<file path="config.mk">
export PLATFORM = sky130hd
export DESIGN_NAME = signed_fxp_mult_pipe
export DESIGN_NICKNAME = d
export VERILOG_FILES = /design/src/rtl/dct_fxp_pkg.sv /design/src/rtl/fxp_round_sat.sv /design/src/rtl/signed_fxp_mult_pipe.sv
export SDC_FILE = /design/constraint.sdc
export NUM_CORES = 1
export LEC_CHECK = 0
export BUFFER_PORTS_ARGS = -buffer_cell sky130_fd_sc_hd__buf_2
export CAP_MARGIN = 10
export CORE_ASPECT_RATIO = 1.5
export CORE_UTILIZATION = 40
export DETAILED_ROUTE_END_ITERATION = 12
export PLACE_DENSITY = 0.61
export SKIP_LAST_GASP = 1
export SYNTH_ARGS = -nofsm -noshare
export SYNTH_HDL_FRONTEND = slang
export SYNTH_SLANG_ARGS = --single-unit
</file>
<file path="constraint.sdc">
create_clock -name i_clk -period 1.7 [get_ports i_clk]
set_input_delay 0.255 -clock i_clk [delete_from_list [all_inputs] [get_ports i_clk]]
set_output_delay 0.255 -clock i_clk [all_outputs]
set_load 0.05 [all_outputs]
</file>
<file path="src/rtl/dct_fxp_pkg.sv">
// Shared constants for the DCT fixed-point datapath: default operand/result
// widths, the saturation bounds of the default result width, rounding and
// saturation mode selectors, and the saturation-counter geometry.
package dct_fxp_pkg;

  localparam int unsigned DCT_SAMPLE_W = 8;
  localparam int unsigned DCT_COEF_W   = 8;
  localparam int unsigned DCT_FRAC     = 6;
  localparam int unsigned DCT_OUT_W    = 16;

  // Clamp bounds for the default result width
  localparam logic signed [DCT_OUT_W-1:0] DCT_SAT_MAX = {1'b0, {(DCT_OUT_W-1){1'b1}}};
  localparam logic signed [DCT_OUT_W-1:0] DCT_SAT_MIN = {1'b1, {(DCT_OUT_W-1){1'b0}}};

  // Rounding modes
  localparam int unsigned ROUND_FLOOR   = 0;
  localparam int unsigned ROUND_HALF_UP = 1;

  // Overflow handling modes
  localparam int unsigned SAT_WRAP  = 0;
  localparam int unsigned SAT_CLAMP = 1;

  // Saturation-event counter
  localparam int unsigned              SAT_CNT_W   = 16;
  localparam logic [SAT_CNT_W-1:0]     SAT_CNT_MAX = '1;

endpackage

</file>
<file path="src/rtl/fxp_round_sat.sv">
// Combinational round / arithmetic shift / saturate of a signed product.
// Ports:
//   prod_i     - signed full-width product
//   result_c_o - rounded, shifted and clamped (or wrapped) result
//   sat_c_o    - high when result_c_o was clamped
module fxp_round_sat
  import dct_fxp_pkg::*;
#(
  parameter int unsigned IN_W      = DCT_SAMPLE_W + DCT_COEF_W,
  parameter int unsigned FRAC_BITS = DCT_FRAC,
  parameter int unsigned OUT_W     = DCT_OUT_W,
  parameter int unsigned ROUND_EN  = ROUND_HALF_UP,
  parameter int unsigned SAT_EN    = SAT_CLAMP
) (
  input  logic signed [IN_W-1:0]  prod_i,
  output logic signed [OUT_W-1:0] result_c_o,
  output logic                    sat_c_o
);

  // One guard bit so the rounding bias can never overflow
  localparam int unsigned EW = IN_W + 1;

  localparam logic signed [OUT_W-1:0] MAX_V = {1'b0, {(OUT_W-1){1'b1}}};
  localparam logic signed [OUT_W-1:0] MIN_V = {1'b1, {(OUT_W-1){1'b0}}};

  logic signed [EW-1:0]    ext;
  logic signed [EW-1:0]    biased;
  logic signed [EW-1:0]    shifted;
  logic        [EW-OUT_W:0] top_bits;
  logic                    ovf;

  assign ext = {prod_i[IN_W-1], prod_i};

  // Half-LSB bias gives round-half-toward-+inf after the floor shift
  if (ROUND_EN != ROUND_FLOOR && FRAC_BITS > 0) begin : g_round
    localparam logic signed [EW-1:0] HALF = EW'(1) << (FRAC_BITS - 1);
    assign biased = ext + HALF;
  end else begin : g_floor
    assign biased = ext;
  end

  assign shifted  = biased >>> FRAC_BITS;

  // Result fits only if every bit above the output sign bit matches it
  assign top_bits = shifted[EW-1:OUT_W-1];
  assign ovf      = !((&top_bits) || !(|top_bits));

  assign sat_c_o    = (SAT_EN != SAT_WRAP) && ovf;
  assign result_c_o = sat_c_o ? (shifted[EW-1] ? MIN_V : MAX_V) : shifted[OUT_W-1:0];

endmodule

</file>
<file path="src/rtl/signed_fxp_mult_pipe.sv">
// Pipelined signed fixed-point multiplier with valid/ready handshake,
// selectable rounding, output saturation and a saturation-event counter.
// Ports:
//   i_clk, i_rst_n     - clock, asynchronous active-low reset
//   i_valid / o_ready  - operand handshake (o_ready is combinational from i_ready)
//   i_a, i_b           - signed operands
//   o_valid / i_ready  - result handshake
//   o_result, o_sat    - signed result and its clamp flag
//   i_sat_clr          - synchronous clear of o_sat_cnt
//   o_sat_cnt          - sticky-at-max count of delivered saturated results
module signed_fxp_mult_pipe
  import dct_fxp_pkg::*;
#(
  parameter int unsigned WIDTH_A   = DCT_SAMPLE_W,
  parameter int unsigned WIDTH_B   = DCT_COEF_W,
  parameter int unsigned FRAC_BITS = DCT_FRAC,
  parameter int unsigned OUT_WIDTH = DCT_OUT_W,
  parameter int unsigned ROUND_EN  = ROUND_HALF_UP,
  parameter int unsigned SAT_EN    = SAT_CLAMP,
  parameter int unsigned STAGES    = 2
) (
  input  logic                        i_clk,
  input  logic                        i_rst_n,
  input  logic                        i_valid,
  output logic                        o_ready,
  input  logic signed [WIDTH_A-1:0]   i_a,
  input  logic signed [WIDTH_B-1:0]   i_b,
  output logic                        o_valid,
  input  logic                        i_ready,
  output logic signed [OUT_WIDTH-1:0] o_result,
  output logic                        o_sat,
  input  logic                        i_sat_clr,
  output logic [SAT_CNT_W-1:0]        o_sat_cnt
);

  localparam int unsigned PW = WIDTH_A + WIDTH_B;
  // Product stages ahead of the final result register
  localparam int unsigned NP = STAGES - 1;

  // Elaboration-time parameter checks
  if (STAGES < 2 || STAGES > 4) begin : g_bad_stages
    $error("signed_fxp_mult_pipe: STAGES must be in 2..4");
  end
  if (FRAC_BITS > PW - 2) begin : g_bad_frac
    $error("signed_fxp_mult_pipe: FRAC_BITS must be in 0..WIDTH_A+WIDTH_B-2");
  end
  if (OUT_WIDTH < 2 || OUT_WIDTH > PW) begin : g_bad_out
    $error("signed_fxp_mult_pipe: OUT_WIDTH must be in 2..WIDTH_A+WIDTH_B");
  end

  logic                          advance;
  logic signed [PW-1:0]          prod_d;
  logic [NP-1:0][PW-1:0]         prod_q;
  logic [NP-1:0]                 vld_q;
  logic signed [OUT_WIDTH-1:0]   result_d;
  logic signed [OUT_WIDTH-1:0]   result_q;
  logic                          sat_d;
  logic                          sat_q;
  logic                          valid_q;
  logic                          sat_deliver;
  logic [SAT_CNT_W-1:0]          sat_cnt_d;
  logic [SAT_CNT_W-1:0]          sat_cnt_q;

  // Whole pipe moves as one; bubbles are kept as invalid slots
  assign advance = !valid_q || i_ready;
  assign o_ready = advance;

  // Exact full-width signed product
  assign prod_d = PW'(i_a) * PW'(i_b);

  fxp_round_sat #(
    .IN_W      (PW),
    .FRAC_BITS (FRAC_BITS),
    .OUT_W     (OUT_WIDTH),
    .ROUND_EN  (ROUND_EN),
    .SAT_EN    (SAT_EN)
  ) u_round_sat (
    .prod_i     ($signed(prod_q[NP-1])),
    .result_c_o (result_d),
    .sat_c_o    (sat_d)
  );

  // Pipeline registers; the concatenate-and-truncate shifts every stage by one
  always_ff @(posedge i_clk or negedge i_rst_n) begin
    if (!i_rst_n) begin
      prod_q   <= '0;
      vld_q    <= '0;
      valid_q  <= 1'b0;
      result_q <= '0;
      sat_q    <= 1'b0;
    end else if (advance) begin
      prod_q   <= (NP*PW)'({prod_q, prod_d});
      vld_q    <= NP'({vld_q, i_valid});
      valid_q  <= vld_q[NP-1];
      result_q <= result_d;
      sat_q    <= sat_d && vld_q[NP-1];
    end
  end

  // Saturation counter: clear wins over hold, but a coincident saturated
  // delivery is still counted
  assign sat_deliver = valid_q && i_ready && sat_q;

  always_comb begin
    sat_cnt_d = sat_cnt_q;
    if (i_sat_clr) begin
      sat_cnt_d = sat_deliver ? SAT_CNT_W'(1) : '0;
    end else if (sat_deliver && (sat_cnt_q != SAT_CNT_MAX)) begin
      sat_cnt_d = sat_cnt_q + SAT_CNT_W'(1);
    end
  end

  always_ff @(posedge i_clk or negedge i_rst_n) begin
    if (!i_rst_n) begin
      sat_cnt_q <= '0;
    end else begin
      sat_cnt_q <= sat_cnt_d;
    end
  end

  assign o_valid   = valid_q;
  assign o_result  = result_q;
  assign o_sat     = sat_q;
  assign o_sat_cnt = sat_cnt_q;

endmodule

</file>
==> summary.txt <==
Global route
  – First-pass GRT wire length: 13,000 um
  – Initial antenna violation count: 0
  – Number of global-route vias before repair: 3,173
  – Pin count of the biggest net entering global routing: 25
  – Tot GR Track Use: 0.172
  – Remaining Overflow, GRT: 0

Timing
  – Setup ws final: -2.28 ns
  – Rel. slew slack: 0.651
  – Post-route minimum period: 3.98 ns
  – Clk_skew: 0.00197 ns
  – Worst-Margin Slew: 0.524 ns
  – Highest clock rate: 251 MHz
  – Setup violators final: 11
  – Final hold vios: 0
  – Hold_ws: 0.200 ns
  – Unrepaired setup endpoints after global routing: yes
  – Tcrit/Tclk final: 2.34
  – Max-slew violations: 0

Die
  – Die area: 9540 sq um
  – Horiz. Die Dim: 80.1 um
  – Die Y: 119 um
  – Std cell rows: 42
  – Top-Level Pins: 56
  – Initial Util: 0.414
  – Core ar.: 8830 sq um

Worst setup path
  – Crit-path cells: buf_8 > and2_4 > fa_1 > inv_1 > fa_1 > inv_2 > fa_1 > inv_1 > fa_1 > inv_2 > ha_4 > o21a_1 > o31a_1 > or4b_4 > a21oi_2 > mux2i_1 > nand3_1
  – Kind of cell adding the most delay to the critical path: adder cells
  – Worst Path Max Fanout: 3
  – Slowest Stage Delay on Critical Path: 0.53 ns
  – Element type at the critical path end: flip-flop
  – Top cell by count, worst path: fa_1
  – Critical path required time: 1.84 ns
  – Worst Setup Start Kind: input pin
  – Slowest-stage cell, CP: fa_1
  – Arrival @ worst endpoint: 4.13 ns
  – CP Buf/Inv Count: 5
  – Crit Path Category: input pin to flip-flop

Placed design
  – Routability cong.: 0.831
  – Post-DP HPWL: 6490 um
  – DP Worst Slack: -2.61 ns
  – PortBufs: 37
  – Placed Area: 4520 sq um

Outcome
  – Failing checks: setup timing
  – Status: finished, violations left

Route
  – DRT iter0 DRCs: 33
  – Post-Route WL: 7480 um
  – Post-route ant nets: 0
  – Routed WL per cell: 12.1 um
  – Drt pass-1 iters: 4
  – DRC: 0
  – Vias per std cell: 4.65
  – Via count: 2,880

Power and ir drop
  – Pwr dens: 1710 nW/um^2
  – LEAKAGE: 0.00239 uW
  – Peak VDD IR: 0.00128 V

Flow run
  – Maxcap violations: 0

Layout
  – Area delta synth->final: 36.3%
  – # fillers: 812
  – Commonest non-fill, non-tap cell in the layout: inv_1
  – Final Instance Area: 4990 sq um
  – Net total in the final layout: 613
  – Most frequent cells in the layout: inv_1, buf_4, fa_1
  – N_diodes: 0
  – Layout cell share with drive strength beyond 1: 0.373
  – Layout Utilization: 0.565

Logic synthesis
  – Post-synth ARST share: 1.00
  – YS warnings: 0
  – Seq/Total Area, Yosys: 0.164
  – Post-synth EDFFs: 0
  – Cell Area, Synth: 3660 sq um
  – Synthesized area per cell: 8.96 sq um
  – Synth Flop Type: dfrtp_1
  – Post-Syn Instances: 408
  – Number of synthesized register bits: 24
  – Synth cell types: 35

Clocking
  – Total CTS buffers: 3
  – Clock Latency Late Sink: 0.26 ns
  – CTS Buffer Depth: 2
  – H-tree depth: 1
  – Clock root buffer: clkbuf_16
  – TritonCTS Sinks: 24
  – CTS tree: done
  – Clk slew on worst S/H paths: 0.06 ns

Min path
  – Hold Crit Class: input pin to flip-flop
timing repair:
action,4_1_cts,5_1_grt
hold buffers,1,0
endpoints found under the setup margin,11,12
hold endpoints to repair,24,0
pin swaps,46,35
buffers inserted,9,4
resized for setup,61,23
per-layer routing:
layer  vias up  share of wire  global-route usage
li1       1418              -                   -
met3        18          0.020              0.0115
met4         0          0.028              0.0592
met5         -              0                   0
met2        61           0.59               0.355
met1      1383           0.37               0.170
registers in the layout (all words and copies together), names as in the netlist:
| signal | flops |
|---|---|
| o_valid | 1 |
| vld_q | 1 |
| prod_q | 11 |
| o_result | 11 |
area by class of cell:
cell class	count	area [sq um]	area share
multi-input combinational	295	3020	0.605
clock buffer	4	88.8	0.0178
inverter	78	295	0.0592
timing repair buffer	108	846	0.170
sequential	24	602	0.121
tap	110	138	0.0276
path summary, 6_finish.rpt:
| path | from | cells after the start | end | slack, ns |
|---|---|---|---|---|
| worst min register to register | vld_q | 2 | vld_q | 0.46 |
| min in group asynchronous | i_rst_n | 2 | o_result[2] | 0.51 |
| worst max-delay path | i_b[2] | 17 | prod_q[14] | -2.28 |
| worst min-delay path | i_valid | 3 | vld_q | 0.20 |
| worst max register to register | prod_q[5] | 6 | o_result[7] | 0.34 |
| max in group asynchronous | i_rst_n | 2 | o_valid | 0.81 |
synthesized netlist by cell type, drive strengths merged (2+ instances only):
library cell | count | area, sq um
nand3 | 5 | 25.0
a2bb2oi | 2 | 17.5
a211oi | 4 | 30.0
dfrtp | 24 | 601
clkbuf | 5 | 18.8
nor2b | 8 | 57.6
ha | 28 | 350
o21ai | 18 | 90.1
inv | 77 | 289
o21a | 3 | 22.5
a21oi | 13 | 65.1
xnor2 | 17 | 149
fa | 54 | 1080
and2 | 37 | 231
nor3 | 3 | 15.0
nor3b | 3 | 22.5
nor2 | 16 | 60.1
nand2 | 39 | 146
and3 | 3 | 18.8
buf | 22 | 165
a21o | 3 | 22.5
nand2b | 7 | 43.8
xor2 | 6 | 52.6
report_power, final:
group	switching [uW]	internal, uW	total, uW
Sequential	211	871	1080
Combinational	3540	3370	6910
Clock	193	360	552
Total	3950	4600	8550
worst min-delay path: cells and delay by family:
| family | cells | cell delay, ns |
|---|---|---|
| AND/OR/NAND/NOR | 2 | 0.10 |
| buffers and inverters | 1 | 0.07 |
metrics by stage:
step	setup TNS, ns	instances	power [uW]
after floorplan	-19.88	424	5450
after global placement	-23.65	604	6830
after detailed placement	-24.09	604	6980
after CTS	-20.84	618	8240
after global routing	-21.89	619	9350
final	-20.68	619	8550
cell families after synthesis:
logic type      Yosys count  share of synthesized area
compound gates           48                     0.0780
xor+xnor                 23                     0.0551
fa+ha+maj                82                      0.391
buf+inv                 105                      0.130
flops                    24                      0.164
mux                       2                    0.00582
other cells               1                    0.00103
simple gates            123                      0.174
(Power assumes the default switching activity.)
